$ cat src/rtl/serial_adder_sequencer.sv
// rtl/serial_adder_sequencer.sv - bit-serial add/subtract sequencer, LSB first
// Two half adders plus a carry OR form the only arithmetic cell; the FSM feeds it one bit per clock.

module half_adder (
  input  logic a_i,
  input  logic b_i,
  output logic s_o,
  output logic c_o
);
  assign s_o = a_i ^ b_i;
  assign c_o = a_i & b_i;
endmodule

module full_adder (
  input  logic a_i,
  input  logic b_i,
  input  logic c_i,
  output logic s_o,
  output logic c_o
);
  logic s0, c0, c1;

  half_adder u_ha0 (.a_i(a_i), .b_i(b_i), .s_o(s0),  .c_o(c0));
  half_adder u_ha1 (.a_i(s0),  .b_i(c_i), .s_o(s_o), .c_o(c1));

  assign c_o = c0 | c1;
endmodule

module serial_adder_sequencer #(
  parameter  int WIDTH = 4,
  localparam int CNT_W = $clog2(WIDTH)
) (
  input  logic             clk,
  input  logic             rst,
  input  logic             in_valid,
  output logic             in_ready,
  input  logic [WIDTH-1:0] a,
  input  logic [WIDTH-1:0] b,
  input  logic             cin,
  input  logic             sub,
  output logic             busy,
  output logic             out_valid,
  input  logic             out_ready,
  output logic [WIDTH-1:0] sum,
  output logic             cout,
  output logic             ovf
);
  typedef enum logic [1:0] {IDLE, RUN, DONE} state_e;

  localparam logic [CNT_W-1:0] LAST = CNT_W'(WIDTH - 1);

  state_e           state_q;
  logic [WIDTH-1:0] a_sh_q, b_sh_q, res_q, sum_q;
  logic [CNT_W-1:0] cnt_q;
  logic             carry_q, cout_q, ovf_q;
  logic             in_ready_q, busy_q, out_valid_q;
  logic             s_bit, c_next;
  logic [WIDTH-1:0] res_d;

  full_adder u_fa (
    .a_i(a_sh_q[0]),
    .b_i(b_sh_q[0]),
    .c_i(carry_q),
    .s_o(s_bit),
    .c_o(c_next)
  );

  assign res_d = {s_bit, res_q[WIDTH-1:1]};

  always_ff @(posedge clk) begin
    if (rst) begin
      state_q     <= IDLE;
      a_sh_q      <= '0;
      b_sh_q      <= '0;
      res_q       <= '0;
      cnt_q       <= '0;
      carry_q     <= 1'b0;
      sum_q       <= '0;
      cout_q      <= 1'b0;
      ovf_q       <= 1'b0;
      in_ready_q  <= 1'b1;
      busy_q      <= 1'b0;
      out_valid_q <= 1'b0;
    end else begin
      case (state_q)
        IDLE: begin
          if (in_valid) begin
            // Subtract as A + ~B + 1; cin has no meaning for subtraction.
            a_sh_q     <= a;
            b_sh_q     <= sub ? ~b : b;
            carry_q    <= sub | cin;
            cnt_q      <= '0;
            state_q    <= RUN;
            in_ready_q <= 1'b0;
            busy_q     <= 1'b1;
          end
        end
        RUN: begin
          a_sh_q  <= a_sh_q >> 1;
          b_sh_q  <= b_sh_q >> 1;
          res_q   <= res_d;
          carry_q <= c_next;
          cnt_q   <= cnt_q + 1'b1;
          if (cnt_q == LAST) begin
            // carry_q is the carry into the MSB on this final step.
            sum_q       <= res_d;
            cout_q      <= c_next;
            ovf_q       <= carry_q ^ c_next;
            state_q     <= DONE;
            busy_q      <= 1'b0;
            out_valid_q <= 1'b1;
          end
        end
        DONE: begin
          if (out_ready) begin
            state_q     <= IDLE;
            out_valid_q <= 1'b0;
            in_ready_q  <= 1'b1;
          end
        end
        default: begin
          state_q     <= IDLE;
          in_ready_q  <= 1'b1;
          busy_q      <= 1'b0;
          out_valid_q <= 1'b0;
        end
      endcase
    end
  end

  assign in_ready  = in_ready_q;
  assign busy      = busy_q;
  assign out_valid = out_valid_q;
  assign sum       = sum_q;
  assign cout      = cout_q;
  assign ovf       = ovf_q;
endmodule

$ cat config.mk
export PLATFORM = sky130hd
export DESIGN_NAME = serial_adder_sequencer
export DESIGN_NICKNAME = d
export VERILOG_FILES = /design/src/rtl/serial_adder_sequencer.sv
export SDC_FILE = /design/constraint.sdc
export NUM_CORES = 1
export LEC_CHECK = 0
export CAP_MARGIN = 30
export CORE_MARGIN = 2
export CORE_UTILIZATION = 41
export CTS_BUF_LIST = sky130_fd_sc_hd__clkbuf_4 sky130_fd_sc_hd__clkbuf_8
export DETAILED_ROUTE_END_ITERATION = 8
export PLACE_DENSITY = 0.66
export SYNTH_ARGS = -nofsm -noshare
export SYNTH_HDL_FRONTEND = slang
export SYNTH_SLANG_ARGS = --single-unit
export TNS_END_PERCENT = 30
$ cat constraint.sdc
create_clock -name clk -period 4.1 [get_ports clk]
set_clock_uncertainty 0.15 [all_clocks]
set_input_delay 0.82 -clock clk [delete_from_list [all_inputs] [get_ports clk]]
set_output_delay 0.82 -clock clk [all_outputs]
set_load 0.01 [all_outputs]
== Word-level counts from Yosys, hierarchy flattened ==
Index checks and enable logic that the tools add are counted.

* Add/sub/neg operators: 1
* Multipliers: 0
* Div/mod/pow operators: 0
* $lt $le $gt $ge: 0
* Eq/ne operators: 6
* Shift operators: 0
* Mux-type cells: 22
* Bitwise logic cells: 11
* Reduce and logical (&&, ||, !) cells: 8

{| class="wikitable"
|+ Operator list
! operator !! count
|-
| case mux 4 bit (2 select lines) || 2
|-
| 2-to-1 mux 4 bit || 3
|-
| AND reduction 3 bit || 4
|-
| case mux 1 bit (3 select lines) || 3
|-
| 2-to-1 mux 2 bit || 4
|-
| 2-to-1 mux 1 bit || 7
|-
| != test 2 bit (second input constant) || 3
|-
| case mux 2 bit (3 select lines) || 1
|-
| equality test 2 bit (second input constant) || 2
|-
| NOT 4 bit || 1
|-
| case mux 2 bit (2 select lines) || 1
|-
| AND reduction 2 bit || 2
|-
| NOT 1 bit || 3
|-
| bitwise XOR 1 bit || 3
|-
| adder 2 x 1 -> 2 bit (second input constant) || 1
|-
| bitwise AND 1 bit || 2
|-
| equality test 2 x 1 -> 1 bit (second input constant) || 1
|-
| logical NOT 2 bit || 1
|-
| OR 1 bit || 2
|-
| case mux 1 bit (2 select lines) || 1
|-
| nonzero test 2 bit || 1
|}

* Register bits: 26
* Latch bits: 0
* RAM bits: 0
* Memory bits (read-only): 0
* Output and inout port bits: 9
* Memories: 0

== Longest topological paths before layout ==
* Depth in word-level cells: 4
* Depth in mapped cells: 5
* Gate-level depth less buffers: 4

== By module ==
A second synthesis with hierarchy kept.

* Cell total of the unflattened synthesis: 127
* Area total of the unflattened synthesis: 1104.8 sq um

{| class="wikitable"
|+ Modules (own cells, without submodules)
! module !! instances !! cells an instance !! area each (sq um) !! seq. area each (sq um)
|-
| serial_adder_sequencer || 1 || 124 || 1073.5 || 500.5
|-
| half_adder || 2 || 1 || 12.5 || 0.0
|-
| full_adder || 1 || 1 || 6.3 || 0.0
|}

== Worst setup path after synthesis ==
OpenSTA, ideal clock, no wires.

* Path kind: input to register
* From: input port sub
* To: register carry_q
* Setup time: 0.131 ns
* Arrival time: 1.651 ns
* Required time: 3.819 ns
* Setup slack: 2.168 ns
* Stages: 4
* Path through: buf_2 -> or4b_4 -> a21oi_2 -> nor3_1

* Word-level cells in the longest chain between the ends: 3

{| class="wikitable"
|+ RTL lines
! item !! RTL line !! text
|-
| from (decl) || 40 || <nowiki>input logic sub,</nowiki>
|-
| OR 1 bit || 91 || <nowiki>carry_q <= sub | cin;</nowiki>
|-
| 2-to-1 mux 1 bit || 87 || <nowiki>if (in_valid) begin</nowiki>
|-
| case mux 1 bit (2 select lines) || 85 || <nowiki>case (state_q)</nowiki>
|-
| to (signal assigned) || 91 ||
|-
| to (signal assigned) || 102 || <nowiki>carry_q <= c_next;</nowiki>
|-
| to (decl) || 55 || <nowiki>logic carry_q, cout_q, ovf_q;</nowiki>
|}

No other way between the ends. The select of a mux whose other input is x is not followed.
A chain may end at the register's enable or synchronous reset.

==> metrics.log <==
[metrics] RSZ-0062 raised after global routing: no
[metrics] Area Growth Syn to Fin: 20.7%
[metrics] area of the mapped netlist: roughly 1100 µm²
[metrics] Detailed Place HPWL: 1530 µm
[metrics] Chip Width: approximately 57 µm
[metrics] DR vias/cell: approximately 5.3
[metrics] Final Cell Area: about 1400 µm²
[metrics] global-route wire length before repair: around 3700 µm
[metrics] worst-margin pin slew: ~0.81 ns
[metrics] CP Max Fanout: 15
[metrics] buffers inserted during post-CTS setup optimization: 0
[metrics] TritonCTS sink count: 25
[metrics] detail-routed net length per standard cell: ~12 µm
[metrics] EDFF count, synth: 0
[metrics] total of hold buffers inserted after clock tree synthesis: 0
[metrics] reg2reg setup slack: between 2 and 2.5 ns
[metrics] number of optimization iterations in the first detailed-route pass: 4
[metrics] global route overflow: 0
[metrics] clock tree from TritonCTS: built
[metrics] Layout Nets: ~170
[metrics] CP Data Required Time: approximately 4.2 ns
[metrics] root buffer selected by CTS: clkbuf_4
[metrics] count of antenna diodes in the layout: 0
[metrics] initial standard-cell utilization of the core: 42.4%
[metrics] via count of the first global-routing pass: between 900 and 1k
[metrics] Crit Reg-Reg Startpoint: state_q[0]
[metrics] nature of the critical path endpoint: flip-flop
[metrics] share of the synthesized area in the top cell type: between 40% and 50%
[metrics] Max VDD drop: 0.179 mV
[metrics] most area-hungry cell type in the Yosys netlist: dfxtp_1
[metrics] maximum number of pins on one net before global-route repair: 21
[metrics] signal arrival time at the worst endpoint: about 2.4 ns
[metrics] Post-synth top cells: 25 x dfxtp_1, 17 x a21oi_1, 15 x nand2_1
[metrics] Post-DRT Antenna Nets: 0
[metrics] logic depth of the worst register-to-register path: 3
[metrics] Total Wirelength: between 2000 and 2500 µm
[metrics] post-synthesis cell count: ~130
[metrics] antenna violations before repair: 0
[metrics] clock-pin transition on the worst setup and hold timing paths: ~0.14 ns
[metrics] Worst setup startpoint: rst
[metrics] count of different cell masters after synthesis: 32
[metrics] total DRC errors in the routed layout: 0
[metrics] number of max-cap violations: 0
[metrics] area of the core region: 2690 µm²
[metrics] worst-case clock buffer depth: 2
[metrics] number of input and output port buffers inserted: 22
[metrics] Hold/Removal Path Class: flip-flop to flip-flop
[metrics] post-synthesis sequential element count: 25
[metrics] power per cell area: 321 nW/µm²
[metrics] level count of the clock H-tree: 1
[metrics] ranking of synthesized cells by area: dfxtp_1 44%, a21oi_1 7.5%, nand2_1 4.9%
[metrics] share of the core filled with cells in the final layout: roughly 51%
[metrics] Synth async-reset ratio: 0%
[metrics] number of max-slew violations in the final report: 0
[metrics] mean cell area of the mapped netlist: between 8 and 9 µm²
[metrics] insertion delay to the later sink of the worst-skew pair: ~0.32 ns
[metrics] CP Class: input port to flip-flop
[metrics] final RePlAce weighted congestion: 0.709
[metrics] source of the worst hold timing path: sum[0]
[metrics] number of cells on the worst hold path: 2
[metrics] ports placed on the boundary: 23
[metrics] Iteration-0 DRC Markers: 14
[metrics] most instantiated library cell after synthesis: dfxtp_1
[metrics] kind of start point of the critical path: input port
[metrics] most common flop cell mapped by yosys: dfxtp_1
[metrics] All-Layer GR Usage: 14.7%
[metrics] overall die height: ~57 µm
[metrics] run status: complete, no violations
[metrics] number of setup violations in the final report: 0
[metrics] post-place instance area: about 1300 µm²
[metrics] highest attainable clock frequency: approximately 440 MHz
[metrics] leakage power figure: about 0.51 nW
[metrics] final worst path period need: about 2.2 ns
[metrics] full die area: ~3200 µm²
[metrics] fraction of final layout cells sized beyond drive strength 1: under 10%
[metrics] final-report hold violation count: 0
[metrics] number of cell rows: 19
[metrics] setup TNS: 0 ns
[metrics] number of nets in the synthesized netlist: 149
[metrics] CTS Buf Count: 3
[metrics] share of the yosys chip area belonging to registers: 44.0%
[metrics] headroom to the max-slew limit: 45.6%
[metrics] number of gates resized after CTS: 0
[metrics] post-route fraction of the period consumed by the critical path: between 50% and 60%
[metrics] Ys Warns: 0
[metrics] via count: 960
[power breakdown]
part / switching (W) / internal [W]
Sequential: 0.0000116 / 0.000255
Combinational: 0.0000284 / 0.0000360
Clock: 0.0000739 / 0.0000365
Total: 0.000114 / 0.000327
[through the flow]
| step | total power [W] | hold WS, ns | cells | worst slack (ns) |
|---|---|---|---|---|
| finish | 0.000441 | 0.313 | 180 | 1.85 |
| global route | 0.000465 | 0.335 | 180 | 1.78 |
| CTS | 0.000445 | 0.318 | 180 | 1.87 |
| detailed placement | 0.000336 | 0.299 | 176 | 1.53 |
| global placement | 0.000335 | 0.296 | 176 | 1.58 |
| floorplan | 0.000315 | 0.287 | 133 | 2.17 |
[cells in the final DEF (no fill, tap or decap)]
cell,instances
o221a_2,3
xnor2_1,3
buf_4,1
a2bb2oi_1,1
a21oi_1,17
dfxtp_1,25
clkdlybuf4s50_1,22
or4b_4,1
nor2b_1,2
o22ai_1,3
mux2_2,1
a221oi_1,1
nor3_1,2
clkbuf_4,3
fa_1,1
ha_1,1
o21bai_1,2
nand2b_1,4
xor2_1,2
clkinv_2,1
nand3_1,5
inv_1,5
nor2_1,13
a22oi_1,4
mux2i_1,2
nand2_1,15
or3_1,1
nand3b_1,1
o21ai_0,3
o2bb2ai_1,2
a21oi_2,1
or2_2,1
[path summary, 6_finish.rpt]
| path | to |
|---|---|
| worst min register to register | sum[0] |
| worst max register to register | b_sh_q[0] |
| worst max-delay path | b_sh_q[2] |
| worst min-delay path | sum[0] |
[metal layers]
layer	global-route usage, %	wire, µm	vias up	share of wire (%)
li1	-	-	492	-
met1	17.0	1050	448	50
met2	25.4	956	15	45
met3	2.30	61	5	2.9
met4	8.16	42	0	2.0
met5	0	0	-	0
[flip-flops by register name (all words and copies together), names as in the netlist, 2 cells and up]
name and flops:
res_q 3, sum 4, b_sh_q 4, state_q 2, a_sh_q 4, cnt_q 2
[area by class of cell]
class                      instances  area (µm²)
fill                             261        1310
multi-input combinational         92         561
sequential                        25         500
timing repair buffer              23         228
tap                               31        38.8
clock buffer                       3        22.5
inverter                           5        18.8
clock inverter                     1        5.00
[critical path: stages]
cell,delay [ns]
clkdlybuf4s50_1,0.67
buf_4,0.32
or3_1,0.39
o22ai_1,0.14
[logic make-up after synthesis]
logic type	Yosys count	synth area share, %
AO/OA/AOI/OAI	37	21.2
XOR/XNOR	5	3.85
adder cells (fa/ha/maj)	2	2.86
buffers and inverters	16	6.81
flip-flops	25	44.0
multiplexers	3	2.75
AND/OR/NAND/NOR	45	18.6
Power figures use the tool's default switching activity.
